[src/rtl/ir_pkg.sv]
// Shared types and ir_command byte-lane positions for the IR key-event path.
package ir_pkg;

  typedef enum logic [1:0] {
    EV_PRESS   = 2'd0,
    EV_REPEAT  = 2'd1,
    EV_RELEASE = 2'd2
  } ev_type_e;

  localparam int CMD_LSB   = 24;
  localparam int CMDN_LSB  = 16;
  localparam int ADDR_LSB  = 8;
  localparam int ADDRN_LSB = 0;

  typedef struct packed {
    ev_type_e   ev_type;
    logic [7:0] addr;
    logic [7:0] cmd;
  } ev_t;

  function automatic logic [7:0] lane(input logic [31:0] w, input int lsb);
    return w[lsb +: 8];
  endfunction

  // NEC frames carry each byte followed by its bitwise complement.
  function automatic logic frame_ok(input logic [31:0] w);
    return (lane(w, CMD_LSB) == ~lane(w, CMDN_LSB)) &&
           (lane(w, ADDR_LSB) == ~lane(w, ADDRN_LSB));
  endfunction

  function automatic ev_t make_ev(input ev_type_e t, input logic [15:0] code);
    ev_t e;
    e.ev_type = t;
    e.addr    = code[15:8];
    e.cmd     = code[7:0];
    return e;
  endfunction

endpackage

[src/rtl/ir_event_fifo.sv]
// Event FIFO with a registered head entry; entries behind the head live in a
// small array, so total capacity is DEPTH (head + DEPTH-1 stored).
module ir_event_fifo
  import ir_pkg::*;
#(
  parameter int DEPTH = 4
) (
  input  logic clk,
  input  logic rst,
  input  logic push,
  input  ev_t  push_data,
  input  logic pop,
  output ev_t  head_data,
  output logic empty,
  output logic full
);

  localparam int AW = $clog2(DEPTH);

  ev_t           mem [DEPTH];
  logic [AW-1:0] wr_ptr_q, wr_ptr_d;
  logic [AW-1:0] rd_ptr_q, rd_ptr_d;
  logic [AW-1:0] cnt_q, cnt_d;
  logic          head_valid_q, head_valid_d;
  ev_t           head_q, head_d;
  logic          do_pop, accept, mem_we;

  always_comb begin
    do_pop       = head_valid_q & pop;
    full         = head_valid_q && (cnt_q == AW'(DEPTH - 1));
    accept       = push && (!full || do_pop);
    wr_ptr_d     = wr_ptr_q;
    rd_ptr_d     = rd_ptr_q;
    cnt_d        = cnt_q;
    head_valid_d = head_valid_q;
    head_d       = head_q;
    mem_we       = 1'b0;

    if (!head_valid_q) begin
      if (accept) begin
        head_valid_d = 1'b1;
        head_d       = push_data;
      end
    end else if (do_pop) begin
      if (cnt_q != '0) begin
        // Refill the head from storage; a concurrent push takes the freed slot.
        head_d   = mem[rd_ptr_q];
        rd_ptr_d = rd_ptr_q + AW'(1);
        if (accept) begin
          mem_we   = 1'b1;
          wr_ptr_d = wr_ptr_q + AW'(1);
        end else begin
          cnt_d = cnt_q - AW'(1);
        end
      end else if (accept) begin
        head_d = push_data;
      end else begin
        head_valid_d = 1'b0;
      end
    end else if (accept) begin
      mem_we   = 1'b1;
      wr_ptr_d = wr_ptr_q + AW'(1);
      cnt_d    = cnt_q + AW'(1);
    end
  end

  always_ff @(posedge clk) begin
    if (mem_we) begin
      mem[wr_ptr_q] <= push_data;
    end
  end

  always_ff @(posedge clk) begin
    if (rst) begin
      wr_ptr_q     <= '0;
      rd_ptr_q     <= '0;
      cnt_q        <= '0;
      head_valid_q <= 1'b0;
      head_q       <= '0;
    end else begin
      wr_ptr_q     <= wr_ptr_d;
      rd_ptr_q     <= rd_ptr_d;
      cnt_q        <= cnt_d;
      head_valid_q <= head_valid_d;
      head_q       <= head_d;
    end
  end

  assign head_data = head_q;
  assign empty     = ~head_valid_q;

endmodule

[src/rtl/ir_key_event.sv]
// Turns decoded NEC frames into PRESS/REPEAT/RELEASE key events, buffered in a
// FIFO behind a valid/ready handshake.
module ir_key_event
  import ir_pkg::*;
#(
  parameter int FIFO_DEPTH      = 4,
  parameter int RELEASE_TIMEOUT = 110000,
  parameter int ERR_W           = 8
) (
  input  logic             clk,
  input  logic             rst,
  input  logic             enable,
  input  logic             ir_ready,
  input  logic [31:0]      ir_command,
  output logic             ev_valid,
  input  logic             ev_ready,
  output logic [1:0]       ev_type,
  output logic [7:0]       ev_addr,
  output logic [7:0]       ev_cmd,
  output logic             key_held,
  output logic             overflow,
  output logic [ERR_W-1:0] err_count
);

  localparam int TW = $clog2(RELEASE_TIMEOUT + 1);
  localparam logic [TW-1:0] TIMER_LOAD = TW'(RELEASE_TIMEOUT);

  localparam logic [1:0] ST_IDLE = 2'd0;
  localparam logic [1:0] ST_HELD = 2'd1;
  localparam logic [1:0] ST_EMIT = 2'd2;

  logic             ir_ready_q, ir_ready_d;
  logic [1:0]       state_q, state_d;
  logic [TW-1:0]    timer_q, timer_d;
  logic [15:0]      code_q, code_d;
  logic             pend_q, pend_d;
  logic [31:0]      pend_cmd_q, pend_cmd_d;
  logic             push_q, push_d;
  ev_t              push_ev_q, push_ev_d;
  logic [ERR_W-1:0] err_q, err_d;
  logic             ovf_q, ovf_d;

  logic        strobe, frame_vld, frame_good, pop;
  logic [31:0] frame_w;
  logic [15:0] frame_code;
  logic        fifo_empty, fifo_full;
  ev_t         head;

  always_comb begin
    ir_ready_d = ir_ready;
    strobe     = ir_ready & ~ir_ready_q & enable;

    // A strobe landing in EMIT_PRESS is parked and replayed on the next cycle.
    frame_vld  = 1'b0;
    frame_w    = ir_command;
    if (state_q != ST_EMIT) begin
      frame_vld = pend_q | strobe;
      frame_w   = pend_q ? pend_cmd_q : ir_command;
    end
    frame_good = frame_ok(frame_w);
    frame_code = {lane(frame_w, ADDR_LSB), lane(frame_w, CMD_LSB)};

    state_d    = state_q;
    timer_d    = (state_q == ST_HELD && timer_q != '0) ? timer_q - TW'(1) : timer_q;
    code_d     = code_q;
    pend_d     = 1'b0;
    pend_cmd_d = pend_cmd_q;
    push_d     = 1'b0;
    push_ev_d  = push_ev_q;
    err_d      = err_q;

    if (state_q == ST_EMIT && strobe) begin
      pend_d     = 1'b1;
      pend_cmd_d = ir_command;
    end

    if (frame_vld && !frame_good && err_q != '1) begin
      err_d = err_q + ERR_W'(1);
    end

    case (state_q)
      ST_IDLE: begin
        if (frame_vld && frame_good) begin
          push_d    = 1'b1;
          push_ev_d = make_ev(EV_PRESS, frame_code);
          code_d    = frame_code;
          timer_d   = TIMER_LOAD;
          state_d   = ST_HELD;
        end
      end
      ST_HELD: begin
        // A valid frame in the expiry cycle takes priority over the timeout.
        if (frame_vld && frame_good) begin
          push_d = 1'b1;
          if (frame_code == code_q) begin
            push_ev_d = make_ev(EV_REPEAT, code_q);
            timer_d   = TIMER_LOAD;
          end else begin
            push_ev_d = make_ev(EV_RELEASE, code_q);
            code_d    = frame_code;
            state_d   = ST_EMIT;
          end
        end else if (timer_q == '0) begin
          push_d    = 1'b1;
          push_ev_d = make_ev(EV_RELEASE, code_q);
          timer_d   = '0;
          state_d   = ST_IDLE;
        end
      end
      ST_EMIT: begin
        push_d    = 1'b1;
        push_ev_d = make_ev(EV_PRESS, code_q);
        timer_d   = TIMER_LOAD;
        state_d   = ST_HELD;
      end
      default: begin
        state_d = ST_IDLE;
        timer_d = '0;
      end
    endcase

    pop   = ~fifo_empty & ev_ready;
    ovf_d = ovf_q | (push_q & fifo_full & ~pop);
  end

  always_ff @(posedge clk) begin
    if (rst) begin
      ir_ready_q <= 1'b0;
      state_q    <= ST_IDLE;
      timer_q    <= '0;
      code_q     <= '0;
      pend_q     <= 1'b0;
      pend_cmd_q <= '0;
      push_q     <= 1'b0;
      push_ev_q  <= '0;
      err_q      <= '0;
      ovf_q      <= 1'b0;
    end else begin
      ir_ready_q <= ir_ready_d;
      state_q    <= state_d;
      timer_q    <= timer_d;
      code_q     <= code_d;
      pend_q     <= pend_d;
      pend_cmd_q <= pend_cmd_d;
      push_q     <= push_d;
      push_ev_q  <= push_ev_d;
      err_q      <= err_d;
      ovf_q      <= ovf_d;
    end
  end

  ir_event_fifo #(
    .DEPTH (FIFO_DEPTH)
  ) u_fifo (
    .clk       (clk),
    .rst       (rst),
    .push      (push_q),
    .push_data (push_ev_q),
    .pop       (pop),
    .head_data (head),
    .empty     (fifo_empty),
    .full      (fifo_full)
  );

  assign ev_valid  = ~fifo_empty;
  assign ev_type   = head.ev_type;
  assign ev_addr   = head.addr;
  assign ev_cmd    = head.cmd;
  assign key_held  = (state_q == ST_HELD);
  assign overflow  = ovf_q;
  assign err_count = err_q;

endmodule

[config.mk]
export PLATFORM = sky130hd
export DESIGN_NAME = ir_key_event
export DESIGN_NICKNAME = d
export VERILOG_FILES = /design/src/rtl/ir_pkg.sv /design/src/rtl/ir_event_fifo.sv /design/src/rtl/ir_key_event.sv
export SDC_FILE = /design/constraint.sdc
export NUM_CORES = 1
export LEC_CHECK = 0
export ABC_AREA = 1
export BUFFER_PORTS_ARGS = -buffer_cell sky130_fd_sc_hd__buf_2
export CELL_PAD_IN_SITES_DETAIL_PLACEMENT = 1
export CELL_PAD_IN_SITES_GLOBAL_PLACEMENT = 1
export CORE_UTILIZATION = 30
export CTS_BUF_LIST = sky130_fd_sc_hd__clkbuf_4 sky130_fd_sc_hd__clkbuf_8 sky130_fd_sc_hd__clkbuf_16
export CTS_CLUSTER_SIZE = 25
export DETAILED_ROUTE_END_ITERATION = 8
export MAX_ROUTING_LAYER = met4
export PLACE_DENSITY = 0.58
export SETUP_SLACK_MARGIN = 0.4
export SLEW_MARGIN = 20
export SYNTH_ARGS = -nofsm -noshare
export SYNTH_HDL_FRONTEND = slang
export SYNTH_SLANG_ARGS = --single-unit
export TNS_END_PERCENT = 50
[constraint.sdc]
create_clock -name clk -period 3.06 [get_ports clk]
set_input_delay 0.612 -clock clk [delete_from_list [all_inputs] [get_ports clk]]
set_output_delay 0.612 -clock clk [all_outputs]
set_load 0.01 [all_outputs]
### Yosys cells after proc, flatten, opt, wreduce, memory -nomap -nowiden

Memory sizes are Yosys's and may differ from the RTL's. A register that Yosys moved wholly into a read port is not among the register bits.
Cells that the tools add are included.

| word-level totals | value |
|---|---|
| register bits after elaboration | 122 |
| memory bits (writable) | 72 |
| output and inout bits | 29 |
| logic and storage cells | 128 |
| memories | 1 |

Memory list:

| name | words | width | read ports | clocked after Yosys merged registers in | write ports | RTL line | text |
|---|---|---|---|---|---|---|---|
| u_fifo.mem | 4 | 18 | 1 | 1 | 1 | ir_event_fifo.sv:20 | `ev_t mem [DEPTH];` |

| operators by class | value |
|---|---|
| $add $sub $neg | 6 |
| eq/ne operators | 16 |
| muxes and demuxes | 50 |
| bitwise operators | 12 |
| reduce and logical (&&, ||, !) cells | 24 |

Operator list:

| cell | count |
|---|---|
| $mux W18 | 8 |
| $mux W17 | 5 |
| $mux W32 | 2 |
| $pmux W18 S3 | 1 |
| $pmux W17 S3 | 1 |
| $mux W16 | 3 |
| $pmux W16 S2 | 1 |
| $mux W2 | 13 |
| $logic_not A17 Y1 | 1 |
| $reduce_bool A17 Y1 | 1 |
| $sub A17 B1 Y17 const B | 1 |
| $eq A16 B16 Y1 | 1 |
| $eq A8 B8 Y1 | 2 |
| $not A8 Y8 | 2 |
| $mux W1 | 14 |
| $ne A2 B2 Y1 const B | 6 |
| $reduce_and A3 Y1 | 3 |
| $add A8 B1 Y8 const B | 1 |
| $logic_and A1 B1 Y1 | 8 |
| $ne A8 B8 Y1 const B | 1 |
| $reduce_and A4 Y1 | 2 |
| $add A2 B1 Y2 const B | 3 |
| $and A1 B1 Y1 | 6 |
| $pmux W2 S3 | 1 |
| 15 further kinds | 21 |

### Logic depth before layout (Yosys ltp)

| logic depth | value |
|---|---|
| word-level depth | 11 |
| mapped depth | 21 |
| gate-level depth less buffers | 18 |

### Cells and area by module

A second synthesis with hierarchy kept.

| second synthesis, totals | value |
|---|---|
| cell total of the unflattened synthesis | 1373 |
| area total of the unflattened synthesis | 10144.7 um2 |

By module, submodules not included:

| module | instances | cells each | area an instance (um2) | sequential area each (um2) |
|---|---|---|---|---|
| ir_key_event | 1 | 982 | 5866.9 | 1941.9 |
| ir_event_fifo | 1 | 391 | 4277.9 | 2702.6 |

### Worst setup path after synthesis

No wires, ideal clock.

| path | value |
|---|---|
| kind | input -> register |
| from | in ev_ready |
| to | mem u_fifo.mem[0][0] (netlist bit) (enable) |
| library setup time | 0.393 ns |
| data arrival time | 2.110 ns |
| required time | 2.667 ns |
| path slack | 0.557 ns |
| stages on the path | 7 |
| buffers on the path | 1 |
| cell sequence | nor2_1 -> inv_1 -> o21ai_0 -> clkbuf_1 -> nor2_1 -> inv_1 -> nor2_1 |

| on the way | value |
|---|---|
| cells in the longest elaborated chain, start to end | 10 |

Ends and longest elaborated chain:

| element | RTL line | text |
|---|---|---|
| start: declaration | ir_key_event.sv:16 | `input logic ev_ready,` |
| $and A1 B1 Y1 (*) | ir_key_event.sv:122 | `pop = ~fifo_empty & ev_ready;` |
| $and A1 B1 Y1 (*) | ir_event_fifo.sv:29 | `do_pop = head_valid_q & pop;` |
| $logic_or A1 B1 Y1 | ir_event_fifo.sv:31 | `accept = push && (!full \|\| do_pop);` |
| $logic_and A1 B1 Y1 | ir_event_fifo.sv:31 |  |
| $mux W1 | ir_event_fifo.sv:49, ir_event_fifo.sv:60 |  |
| $mux W1 | ir_event_fifo.sv:45 | `if (cnt_q != '0) begin` |
| $mux W1 (*) | ir_event_fifo.sv:44 | `end else if (do_pop) begin` |
| $mux W1 (*) | ir_event_fifo.sv:39 | `if (!head_valid_q) begin` |
| $mux W1 (*) | ir_event_fifo.sv:68 | `if (mem_we) begin` |
| $mux W1 (not written as such) (*) | ir_event_fifo.sv:69 | `mem[wr_ptr_q] <= push_data;` |
| end: declaration | ir_event_fifo.sv:20 |  |

Every way passes the cells marked *; elsewhere a longest branch is shown, timed or not.

### Final worst setup path

| path | value |
|---|---|
| from | reg state_q[0] |
| to | reg state_q[1] |

| on the way | value |
|---|---|
| cells in the longest elaborated chain, start to end | 8 |
| elaborated cells between the ends (all ways) | 19 |
| classes of those cells | 9 x eq/ne; 4 x mux; 2 x bitwise; 4 x reduce/logical |

Ends and longest elaborated chain:

| element | RTL line | text |
|---|---|---|
| start: declaration | ir_key_event.sv:33 | `logic [1:0] state_q, state_d;` |
| start signal: assignment | ir_key_event.sv:140 | `state_q <= state_d;` |
| $ne A2 B2 Y1 | ir_key_event.sv:56 | `if (state_q != ST_EMIT) begin` |
| $mux W32 | ir_key_event.sv:56 |  |
| $not A8 Y8, on equally long branches | ir_pkg.sv:27, ir_pkg.sv:28 |  |
| $eq A8 B8 Y1, on equally long branches | ir_pkg.sv:27, ir_pkg.sv:28 |  |
| $logic_and A1 B1 Y1 | ir_pkg.sv:27 | `return (lane(w, CMD_LSB) == ~lane(w, CMDN_LSB)) &&` |
| $logic_and A1 B1 Y1 | ir_key_event.sv:83, ir_key_event.sv:93 |  |
| $ne A3 B3 Y1 (no source line) (tied with other cells) | -- |  |
| $reduce_and A3 Y1 (no source line) / $pmux W2 S3 (equally long branches) | -- |  |

Several ways; a longest one is shown, not always the timed one.
A chain may end at the register's enable or synchronous reset.

==> results.toml <==
[cts]
tritoncts = "yes"
numCtsBuffers = 17
htreeDepth = 4
root_buffer = "clkbuf_16"
cts.clk_slew.worst_paths_ns = 0.08
cts_sinks = 196
clk_latency_ns = 0.46
clockBufferDepth = 2

[floorplan]
ios = 66
coreArea_um2 = 33500
die-width_um = 187
dieArea_um2 = 34800
start_util = 0.305
die_h_um = 187
fp-row-count = 67

[timing]
hold_viol_final = 0
finalCritPeriodShare = 0.858
fin_crit_ns = 2.62
relSlewSlack = 0.488
setup_viol = 0
report.final.slew_viol_count = 0
finalSetupTns_ns = 0
grt_setup_unrepaired = "true"
tightest_slew_ns = 0.767
fin_worst_skew_ns = 0.0174
fmax_mhz = 381

[global_routing]
antenna_found_initial = 0
grt_pass1_vias = 9373
grtUsageTotal = 0.194
grt_max_degree = 61
overflow = 0
grt_pass1_wl_mm = 51.5

[logic_synthesis]
async_flop_share = 0
syn_inst = 1394
synthSimpleGateAreaFrac = 0.282
yosysMostFrequentCell = "nand2_1"
synthDistinctLibCells = 37
synthXorXnorAreaFrac = 0.0180
syn_avg_cell_area_um2 = 7.33
yosys.area.top_type_share = 0.243
yosysWarningCount = 0
synth_mux_area_frac = 0.0187
syn-cell-area_um2 = 10200
synth_enable_flop_cells = 72
synth_area_leaders = "dfxtp_1 24%, edfxtp_1 21%, nand2_1 15%"
synth_compound_area_frac = 0.133
synth_fa_ha_area_frac = 0.0122
synth_top_family_by_area = "simple AND/OR/NAND/NOR gates"
synth-main-ff-cell = "dfxtp_1"
synth_top_cell_by_area = "dfxtp_1"
yosysSeqAreaShare = 0.454
synth_nets = 1441
synth_common_cells = "407 x nand2_1, 134 x nor2_1, 128 x o21ai_0"
synth_seq_cells = 196

[power]
p_per_area_nw_per_um2 = 481
peakVddDrop_mv = 0.400
total_power_mw = 5.92
p_leak_nw = 5.26

[placed_design]
gp_congestion = 0.802
io_buffers = 65
place_hpwl_mm = 22.4
postPlaceCellArea_um2 = 11100

[worst_setup_path]
cp_data_required_time_ns = 3.38
worst_setup_path_start_kind = "register"
cp.arrival_ns = 2.94
cp_max_fo = 14
path_class = "register to register"
startpoint = "state_q[0]$_SDFFE_PP0P_"
rr_startpoint = "state_q[0]$_SDFFE_PP0P_"
endpoint_kind = "register"

[routing]
first_pass_iters = 4
wire_per_inst_um = 16.8
drt_iter0_drc = 399
drt_wl_total_mm = 32.3
drc = 0
antenna_left = 0
avgViaCountPerCell = 4.84
num_vias = 9333

[final_layout]
area_growth_pct = 20.3
final_area_um2 = 12300
layout-drive-gt1-share = 0.177
antenna_cells = 0
fin_nets = 1514

[min_path]
min_path_type = "input pin to register"
min-delay-start = "ir_ready"

[status]
status = "completed"

[flow_run]
cap_viol_max_count = 0
cells in the final DEF, fill, tap and decap left out, drive strengths merged, types with 6 or more instances in the layout:
cell type,Yosys,routed
a21oi,103,103
ha,10,10
clkinv,2,6
inv,127,134
xor2,17,17
nand3,126,126
buf,25,118
clkbuf,45,20
o21ai,133,133
nand2,410,411
nand4,9,9
mux2,17,17
dfxtp,124,124
edfxtp,72,72
o221ai,18,18
nor2,139,139
through the flow:
stage | hold slack, ns | instances | setup slack (ns) | utilization
after floorplan | 0.436 | 1394 | 0.557 | -
after global placement | 0.440 | 1875 | 0.209 | 0.332
after detailed placement | 0.450 | 1875 | 0.104 | 0.332
after CTS | 0.360 | 1917 | 0.419 | 0.358
after global routing | 0.377 | 1928 | 0.278 | 0.367
final | 0.377 | 1928 | 0.436 | 0.367
routing by layer:
metal	GRT usage	wire, um	vias to the layer above
met5	-	0	-
met3	0.0290	647	36
li1	-	-	4719
met4	0.0539	541	0
met1	0.248	15800	4475
met2	0.316	15300	103
critical path, stage by stage, from the launching register on:
cell and delay (ns):
dfxtp_2 0.36, inv_4 0.05, ha_4 0.17, inv_6 0.08, nand2_8 0.08, bufbuf_16 0.30
nand2_1 0.08, nand2_2 0.09, nand2_1 0.09, nand2_2 0.08, nor2_2 0.13, nand2_1 0.08
nor2_2 0.13, nand3_2 0.16, o21ai_4 0.23, buf_6 0.16, nand2_1 0.06, nand3_1 0.09
o21ai_1 0.07
repair_timing:
item / 4_1_cts / 5_1_grt
endpoints found under the setup margin: 61 / 61
resized for setup: 33 / 57
setup buffers: 5 / 9
cloned: 5 / 2
hold buffers: 0 / 0
pin swaps: 9 / 27
sequential cells by signal, indices dropped and copies added, names as in the netlist, named ones only:
signal / flops
ir_ready_q: 1
pend_q: 1
u_fifo.mem: 72
timer_q: 17
push_q: 1
state_q: 2
u_fifo.cnt_q: 2
overflow: 1
u_fifo.head_data: 18
u_fifo.head_valid_q: 1
push_ev_q: 18
pend_cmd_q: 32
u_fifo.rd_ptr_q: 2
code_q: 16
err_count: 8
u_fifo.wr_ptr_q: 2
cell type report:
type / count / area [um^2]
clock buffers: 18 / 439
clock inverters: 14 / 161
inverters: 129 / 492
well taps: 448 / 561
repair buffers: 123 / 1010
multi-input cells: 1000 / 4990
flip-flops and latches: 196 / 4650
fillers: 4186 / 21200
worst paths after layout:
| check | endpoint | slack, ns | cells past startpoint |
|---|---|---|---|
| worst max register to register | state_q[1]$_SDFFE_PP0P_ | 0.44 | 18 |
| worst max-delay path | state_q[1]$_SDFFE_PP0P_ | 0.44 | 18 |
| worst min-delay path | ir_ready_q$_SDFF_PP0_ | 0.38 | 3 |
| worst min register to register | overflow$_SDFF_PP0_ | 0.46 | 2 |
cells by family after synthesis:
kind of cell               after synthesis
AOI/OAI and AO/OA                      255
xor gates and xnor gates                21
muxes                                   17
adders and majority gates               10
buffers and inverters                  199
and+or+nand+nor                        696
DFF                                    196
where the power goes:
group	leakage (nW)	total [mW]	internal, mW	switching (mW)
sequential	1.64	2.83	2.76	0.0704
clock	0.292	2.34	1.19	1.15
combinational	3.33	0.753	0.269	0.484
total	5.26	5.92	4.21	1.71
Note: power is estimated with default switching activity, not from simulation.
